`src/rtl/rr_priority_pick.sv`:
```
// Wrap-around priority search for the round-robin arbiter.
// Finds the first set request bit at or after ptr, wrapping past n-1 back to 0.
// Purely combinational. When no bit is set, found is low and idx echoes ptr.
module rr_priority_pick #(
  parameter int n = 4
) (
  input  logic [n-1:0]         req,
  input  logic [$clog2(n)-1:0] ptr,
  output logic                 found,
  output logic [$clog2(n)-1:0] idx
);

  localparam int IW = $clog2(n);
  localparam logic [IW:0] N_C = (IW+1)'(n);

  logic [IW:0]   sum_s;
  logic [IW-1:0] cand_s;

  // Scan offsets from the far end back to ptr so the nearest requester is written last and wins
  always_comb begin
    found  = 1'b0;
    idx    = ptr;
    sum_s  = {(IW+1){1'b0}};
    cand_s = {IW{1'b0}};
    for (int i = n - 1; i >= 0; i--) begin
      sum_s  = {1'b0, ptr} + (IW+1)'(i);
      cand_s = (sum_s >= N_C) ? IW'(sum_s - N_C) : IW'(sum_s);
      found  = found | req[cand_s];
      idx    = req[cand_s] ? cand_s : idx;
    end
  end

endmodule

```
`src/rtl/round_robin_arbiter.sv`:
```
// Round-robin arbiter with a bounded grant hold time.
// A grant is issued one clock after requests are seen in IDLE, held until the
// grantee finishes, drops its request or hits max_hold cycles, and is always
// followed by exactly one idle bubble in which the next winner is chosen.
// The search starts from the requester after the most recent grantee.
module round_robin_arbiter #(
  parameter int n        = 4,
  parameter int max_hold = 16
) (
  input  logic                 clk,
  input  logic                 reset,
  input  logic [n-1:0]         req,
  input  logic                 done,
  output logic [n-1:0]         gnt,
  output logic [$clog2(n)-1:0] gnt_idx,
  output logic                 gnt_valid
);

  localparam int IW = $clog2(n);
  localparam int CW = $clog2(max_hold + 1);

  localparam logic [CW-1:0] MAX_HOLD_C    = CW'(max_hold);
  localparam logic [IW-1:0] LAST_IDX_C    = IW'(n - 1);
  localparam logic [n-1:0]  ONE_HOT_LSB_C = {{(n-1){1'b0}}, 1'b1};

  typedef enum logic [0:0] {
    ST_IDLE  = 1'b0,
    ST_GRANT = 1'b1
  } state_e;

  state_e        state_q,     state_d;
  logic [IW-1:0] ptr_q,       ptr_d;
  logic [CW-1:0] cnt_q,       cnt_d;
  logic [n-1:0]  gnt_q,       gnt_d;
  logic [IW-1:0] gnt_idx_q,   gnt_idx_d;
  logic          gnt_valid_q, gnt_valid_d;

  logic          pick_found_s;
  logic [IW-1:0] pick_idx_s;
  logic          release_s;

  rr_priority_pick #(
    .n(n)
  ) u_pick (
    .req   (req),
    .ptr   (ptr_q),
    .found (pick_found_s),
    .idx   (pick_idx_s)
  );

  // Next-state logic: arbitrate in IDLE, hold or release in GRANT
  always_comb begin
    state_d     = state_q;
    ptr_d       = ptr_q;
    cnt_d       = cnt_q;
    gnt_d       = gnt_q;
    gnt_idx_d   = gnt_idx_q;
    gnt_valid_d = gnt_valid_q;
    release_s   = 1'b0;

    case (state_q)
      ST_IDLE: begin
        // done is meaningless without a grant, so only req matters here
        if (pick_found_s) begin
          state_d     = ST_GRANT;
          gnt_d       = ONE_HOT_LSB_C << pick_idx_s;
          gnt_idx_d   = pick_idx_s;
          gnt_valid_d = 1'b1;
          cnt_d       = CW'(1);
        end else begin
          state_d     = ST_IDLE;
          gnt_d       = {n{1'b0}};
          gnt_valid_d = 1'b0;
          cnt_d       = {CW{1'b0}};
        end
      end

      ST_GRANT: begin
        // Any release condition, alone or combined, produces a single release
        release_s = done | ~req[gnt_idx_q] | (cnt_q == MAX_HOLD_C);
        if (release_s) begin
          state_d     = ST_IDLE;
          gnt_d       = {n{1'b0}};
          gnt_valid_d = 1'b0;
          cnt_d       = {CW{1'b0}};
          ptr_d       = (gnt_idx_q == LAST_IDX_C) ? {IW{1'b0}} : gnt_idx_q + IW'(1);
        end else begin
          state_d = ST_GRANT;
          cnt_d   = cnt_q + CW'(1);
        end
      end

      default: begin
        state_d     = ST_IDLE;
        gnt_d       = {n{1'b0}};
        gnt_valid_d = 1'b0;
        cnt_d       = {CW{1'b0}};
      end
    endcase
  end

  // State, pointer, counter and output registers with synchronous reset
  always_ff @(posedge clk) begin
    if (reset) begin
      state_q     <= ST_IDLE;
      ptr_q       <= {IW{1'b0}};
      cnt_q       <= {CW{1'b0}};
      gnt_q       <= {n{1'b0}};
      gnt_idx_q   <= {IW{1'b0}};
      gnt_valid_q <= 1'b0;
    end else begin
      state_q     <= state_d;
      ptr_q       <= ptr_d;
      cnt_q       <= cnt_d;
      gnt_q       <= gnt_d;
      gnt_idx_q   <= gnt_idx_d;
      gnt_valid_q <= gnt_valid_d;
    end
  end

  assign gnt       = gnt_q;
  assign gnt_idx   = gnt_idx_q;
  assign gnt_valid = gnt_valid_q;

endmodule

```
`config.mk`:
```
export PLATFORM = sky130hd
export DESIGN_NAME = round_robin_arbiter
export DESIGN_NICKNAME = d
export VERILOG_FILES = /design/src/rtl/rr_priority_pick.sv /design/src/rtl/round_robin_arbiter.sv
export SDC_FILE = /design/constraint.sdc
export NUM_CORES = 1
export LEC_CHECK = 0
export CAP_MARGIN = 5
export CELL_PAD_IN_SITES_DETAIL_PLACEMENT = 0
export CELL_PAD_IN_SITES_GLOBAL_PLACEMENT = 1
export CORE_MARGIN = 4
export CORE_UTILIZATION = 45
export CTS_BUF_LIST = sky130_fd_sc_hd__clkbuf_2 sky130_fd_sc_hd__clkbuf_4 sky130_fd_sc_hd__clkbuf_8
export DETAILED_ROUTE_END_ITERATION = 10
export DONT_BUFFER_PORTS = 1
export GPL_TIMING_DRIVEN = 1
export PLACE_DENSITY = 0.79
export SLEW_MARGIN = 20
export SYNTH_ARGS = -nofsm -noshare
export SYNTH_HDL_FRONTEND = slang
export SYNTH_SLANG_ARGS = --single-unit
```
`constraint.sdc`:
```
create_clock -name clk -period 2.3 [get_ports clk]
set_input_delay 0 -clock clk [delete_from_list [all_inputs] [get_ports clk]]
set_output_delay 0 -clock clk [all_outputs]
set_load 0.05 [all_outputs]
```
Word level (Yosys, flattened, before mapping)
Cells that the tools add are included.
{"block": "classes", "n_addsub": 9, "order_cmp": 9, "n_eq_ne": 3, "shifts": 1, "mux": 30, "bitwise": 7, "n_reduce_logical": 2}
{"op": "2-to-1 mux 2 bit", "count": 9}
{"op": "less-than comparator 2 x 3 -> 1 bit, second input constant", "count": 5}
{"op": "binary-select mux 1 bit (select 2 bit)", "count": 5}
{"op": "case mux 5 bit (2 select lines)", "count": 1}
{"op": ">= comparator 3 bit, second input constant", "count": 3}
{"op": "2-to-1 mux 1 bit", "count": 9}
{"op": "2-to-1 mux 4 bit", "count": 2}
{"op": "case mux 4 bit (2 select lines)", "count": 1}
{"op": "subtractor 2 x 1 -> 2 bit, second input constant", "count": 4}
{"op": "adder 2 x 2 -> 3 bit, second input constant", "count": 2}
{"op": "adder 5 x 1 -> 5 bit, second input constant", "count": 1}
{"op": "equality test 5 bit, second input constant", "count": 1}
{"op": "2-to-1 mux 5 bit", "count": 1}
{"op": "bitwise OR 1 bit", "count": 5}
{"op": "case mux 1 bit (2 select lines)", "count": 2}
{"op": "AND reduction 2 bit", "count": 2}
{"op": "left shift 1 x 2 -> 4 bit, first input constant", "count": 1}
{"op": "adder 2 x 1 -> 3 bit, second input constant", "count": 1}
{"op": ">= comparator 2 x 3 -> 1 bit, second input constant", "count": 1}
{"op": "adder 2 x 1 -> 2 bit, second input constant", "count": 1}
{"op": "equality test 2 bit, second input constant", "count": 1}
{"op": "inequality test 2 x 1 -> 1 bit, second input constant", "count": 1}
{"op": "inverter 1 bit", "count": 2}
{"block": "totals", "regBits": 15, "in_bits": 7, "output_inout_bits": 7, "wordCells": 67}

Logic depth before layout (Yosys ltp)
{"block": "logic_depth", "depth_word": 12, "mapped_depth": 7, "mapped_depth_nobuf": 6}

Modules after synthesis
From an unflattened synthesis, not the netlist that was laid out.
{"block": "unflattened", "cells_unflattened": 85, "hier_area_um2": 799.5}
{"mod": "round_robin_arbiter", "n_inst": 1, "cells_each": 69, "area_each_um2": 699.4, "seq_area_each_um2": 300.3}
{"mod": "rr_priority_pick", "n_inst": 1, "cells_each": 16, "area_each_um2": 100.1, "seq_area_each_um2": 0.0}

Worst setup path after synthesis
OpenSTA, ideal clock, no wires.
{"block": "synth_timing", "path_type": "register to register", "start": "reg gnt_idx_q[0], in the netlist gnt_idx[0]", "end": "reg ptr_q[0]", "setup_time_ns": 0.114, "arrival_ns": 1.826, "t_required_ns": 2.186, "setup_slack_ns": 0.360, "path_stages_with_launch": 5, "path_buffers": 0, "synth_period_minus_slack_ns": 1.940, "cell_sequence": "dfxtp_1 > mux4_1 > a31oi_2 > mux2i_1 > nor2_1"}
{"block": "synth_between", "elab_chain_cells": 6, "elab_cells_between_ends": 9, "classes_between": "add/sub (1); eq/ne (1); mux (3); bitwise (3); reduce/logical (1)"}
{"item": "start: declaration", "line": "round_robin_arbiter.sv:35", "rtl": "logic [IW-1:0] gnt_idx_q, gnt_idx_d;"}
{"item": "start signal: assignment", "line": "round_robin_arbiter.sv:109", "rtl": "gnt_idx_q <= {IW{1'b0}};"}
{"item": "start signal: assignment", "line": "round_robin_arbiter.sv:116", "rtl": "gnt_idx_q <= gnt_idx_d;"}
{"item": "binary-select mux 1 bit (select 2 bit)", "line": "round_robin_arbiter.sv:80", "rtl": "release_s = done | ~req[gnt_idx_q] | (cnt_q == MAX_HOLD_C);"}
{"item": "2-to-1 mux 1 bit (implied by the code)", "line": "round_robin_arbiter.sv:80"}
{"item": "inverter 1 bit", "line": "round_robin_arbiter.sv:80"}
{"item": "bitwise OR 1 bit (2 in series)", "line": "round_robin_arbiter.sv:80"}
{"item": "AND reduction 2 bit (no source line)"}
{"item": "end signal: assignment", "line": "round_robin_arbiter.sv:106", "rtl": "ptr_q <= {IW{1'b0}};"}
{"item": "end signal: assignment", "line": "round_robin_arbiter.sv:113", "rtl": "ptr_q <= ptr_d;"}
{"item": "end: declaration", "line": "round_robin_arbiter.sv:32", "rtl": "logic [IW-1:0] ptr_q, ptr_d;"}
Several ways; a longest one is shown, not always the timed one. The select of a mux whose other input is x is not followed.
A chain may end at the register's enable or synchronous reset.

Worst setup path in the final report
{"block": "layout_timing", "start": "reg cnt_q[0]", "end": "reg ptr_q[1]"}
{"block": "layout_between", "elab_chain_cells": 3}
{"item": "start: declaration", "line": "round_robin_arbiter.sv:33", "rtl": "logic [CW-1:0] cnt_q, cnt_d;"}
{"item": "start signal: assignment", "line": "round_robin_arbiter.sv:107", "rtl": "cnt_q <= {CW{1'b0}};"}
{"item": "start signal: assignment", "line": "round_robin_arbiter.sv:114", "rtl": "cnt_q <= cnt_d;"}
{"item": "equality test 5 bit", "line": "round_robin_arbiter.sv:80"}
{"item": "bitwise OR 1 bit", "line": "round_robin_arbiter.sv:80"}
{"item": "AND reduction 2 bit (no source line)"}
No other way between the ends.

==> impl_metrics.json <==
{
  "switchingPower_uw": 181.4,
  "crit_path_max_fanout": 4,
  "rsz_0062_raised_after_global_routing": "no",
  "peakVddDrop_mv": 0.3495,
  "tritoncts": "built",
  "gr-usage-all-layers_pct": 13.48,
  "grt_pass1_vias": 610,
  "syn-instance-count": 89,
  "timing_max_transition_violations_final": 0,
  "detail_route.wirelength_mm": 1.572,
  "numPlacedInstances": 105,
  "via_count": 650,
  "seqPwrFrac_pct": 56.2,
  "finish.net_count": 106,
  "synth.net_count": 99,
  "syn_area_um2": 783.3,
  "startpoint_type": "flop",
  "proportion_of_power_drawn_by_combinational_gates_pct": 16.6,
  "numPortBuffers": 0,
  "synth-main-ff-cell": "dfxtp_1",
  "antenna_violating_nets_post_route": 0,
  "floorplan.rows": 14,
  "synth_edf_count": 0,
  "worst_ep_required_ps": 2470,
  "synth-async-reset-ratio_pct": 0,
  "post-route-period-util_pct": 72.24,
  "report.power.total_uw": 566.5,
  "cts_sinks": 15,
  "synth-seq-cells": 15,
  "power_frac_clock_pct": 27.2,
  "met1_usage_pct": 14.94,
  "global_route.usage.met2_pct": 23.57,
  "setup_violations": 0,
  "fraction_of_final_layout_cells_with_drive_strength_greater_than_1_pct": 11.58,
  "clkTransAtPathRegs_ps": 100,
  "synthesized_area_per_cell_um2": 8.801,
  "status": "completed",
  "hpwlAfterDp_mm": 1.200,
  "stdcell_count": 111,
  "detail_route.iter0.violations": 25,
  "floorplan.core_area_um2": 1577,
  "remaining_global_route_overflow": 0,
  "initial_core_util_pct": 49.68,
  "top_usage_layer": "met2",
  "area_delta_synth_final_pct": 9.425,
  "hold_path.class": "primary input to flop",
  "viasPerCell": 5.856,
  "ys_types": 35,
  "initial_antenna_violation_count": 0,
  "groute.layer.met3.usage_pct": 5.120,
  "finalSetupTns_ps": 0,
  "cts_buffers": 3,
  "cts_buffer_depth": 2,
  "clock.fmax_ghz": 0.6019,
  "worst-setup-path-type": "flop to flop",
  "crit_path_end_kind": "flop",
  "detail_route.wl_per_cell_um": 14.16,
  "cts_htree_levels": 1,
  "pint_uw": 385.0,
  "final_period_minus_worst_setup_slack_ps": 1662,
  "grt_start_max_net_pins": 11,
  "max_cap_violations": 0,
  "n_antenna_cell": 0,
  "detailed_place.area_um2": 807.0,
  "die_width_um": 49.72,
  "pwr_density_cell_nw_per_um2": 660.9,
  "worstSkewPairLatency_ps": 290,
  "firstDrtPassIters": 4,
  "die_h_um": 49.72,
  "utilization_pct": 54.37,
  "seq_area_frac_synth_pct": 38.34,
  "critical_path_arrival_ps": 1830,
  "cts_post_setup_buffers_inserted": 0,
  "cts-root-buf": "clkbuf_4",
  "timing.max_slew.rel_slack_pct": 50.75,
  "finalHoldViolations": 0,
  "post-route-drc-count": 0,
  "layout_common_cells": "dfxtp_1, nor2_1, nand2_1, o21ai_0, inv_1",
  "gp_routability_congestion": 0.7299,
  "power.static_leakage_nw": 0.3312,
  "swShare_pct": 32.03,
  "die_footprint_um2": 2472,
  "final_cell_area_um2": 857.1,
  "synth_warnings": 0,
  "worst-slew-pin-transition_ps": 732.0,
  "clock-skew-final_ps": 10.13,
  "ioPinCount": 14,
  "layout.cells.most_common": "dfxtp_1",
  "grt_first_pass_wirelength_mm": 2.601
}
-- synth_stat cells, types with 2 or more instances --
cell | count | area share [%]
dfxtp_1 | 15 | 38
nor2_1 | 8 | 3.8
nand2_1 | 7 | 3.4
o21ai_0 | 7 | 4.5
inv_1 | 6 | 2.9
nand3_1 | 5 | 3.2
nor2b_1 | 4 | 3.2
a21oi_1 | 3 | 1.9
ha_1 | 3 | 4.8
mux2i_1 | 2 | 2.6
nand4_1 | 2 | 1.6
nor3_1 | 2 | 1.3
o31ai_1 | 2 | 1.9
xor2_1 | 2 | 2.2
-- metrics by stage --
step / hold WS [ps] / setup WS, ps
finish: 20.67 / 638.5
global placement: 64.24 / 671.7
floorplan: 62.44 / 359.6
detailed placement: 65.61 / 666.4
CTS: 10.18 / 618.2
global route: 21.48 / 513.4
-- cell families (layout without fill, tap and decap cells) --
family	after synthesis	count (layout)	synth area share, %
compound gates	19	19	16.61
xor+xnor	3	3	3.355
fa+ha+maj	3	3	4.793
buf+inv	8	14	4.313
flops	15	15	38.34
mux	3	3	5.911
simple gates	38	38	26.68
-- final cells by class --
| cell class | count | area (um2) |
|---|---|---|
| Fill cell | 159 | 719.4 |
| Tap cell | 16 | 20.02 |
| Multi-Input combinational cell | 66 | 449.2 |
| Clock inverter | 1 | 7.507 |
| Sequential cell | 15 | 300.3 |
| Clock buffer | 3 | 22.52 |
| Timing Repair Buffer | 4 | 35.03 |
| Inverter | 6 | 22.52 |
-- power groups by stage --
stage               logic (mW)  clock network (mW)  registers, mW
floorplan               0.0644                   0          0.330
global placement        0.0898                   0          0.324
detailed placement      0.0899                   0          0.325
CTS                     0.0949               0.160          0.319
global route             0.105               0.171          0.321
finish                  0.0943               0.154          0.318
-- per-layer routing --
metal  wire (um)  share of wire [%]  vias to the layer above
li1            -                  -                      334
met1         711                 45                      298
met2         781                 50                       16
met3          74                4.7                        2
met4           5               0.32                        0
met5           0                  0                        -
-- sequential cells by signal (all words and copies together) (netlist names) --
register and flops:
state_q 1, gnt 4, gnt_idx 2, gnt_valid 1, cnt_q 5, ptr_q 2
-- path summary, 6_finish.rpt --
check	startpoint	to	slack, ps	depth (start not counted)
worst max-delay path	cnt_q[0]	ptr_q[1]	640	6
worst max register to register	cnt_q[0]	ptr_q[1]	640	6
worst min register to register	cnt_q[0]	cnt_q[0]	520	1
worst min-delay path	reset	cnt_q[2]	20	3
-- worst max-delay path, cell delays in order (launching register included) --
cell,delay (ps)
dfxtp_1,350
inv_1,60
ha_1,140
or4bb_1,460
a31oi_2,270
mux2i_1,220
nor2_1,50
-- what timing repair did --
action	in CTS	in global routing
resized for setup	0	0
hold buffers	2	0
setup endpoints to repair	0	0
endpoints found under the hold margin	11	0
Power figures use the tool's default switching activity.
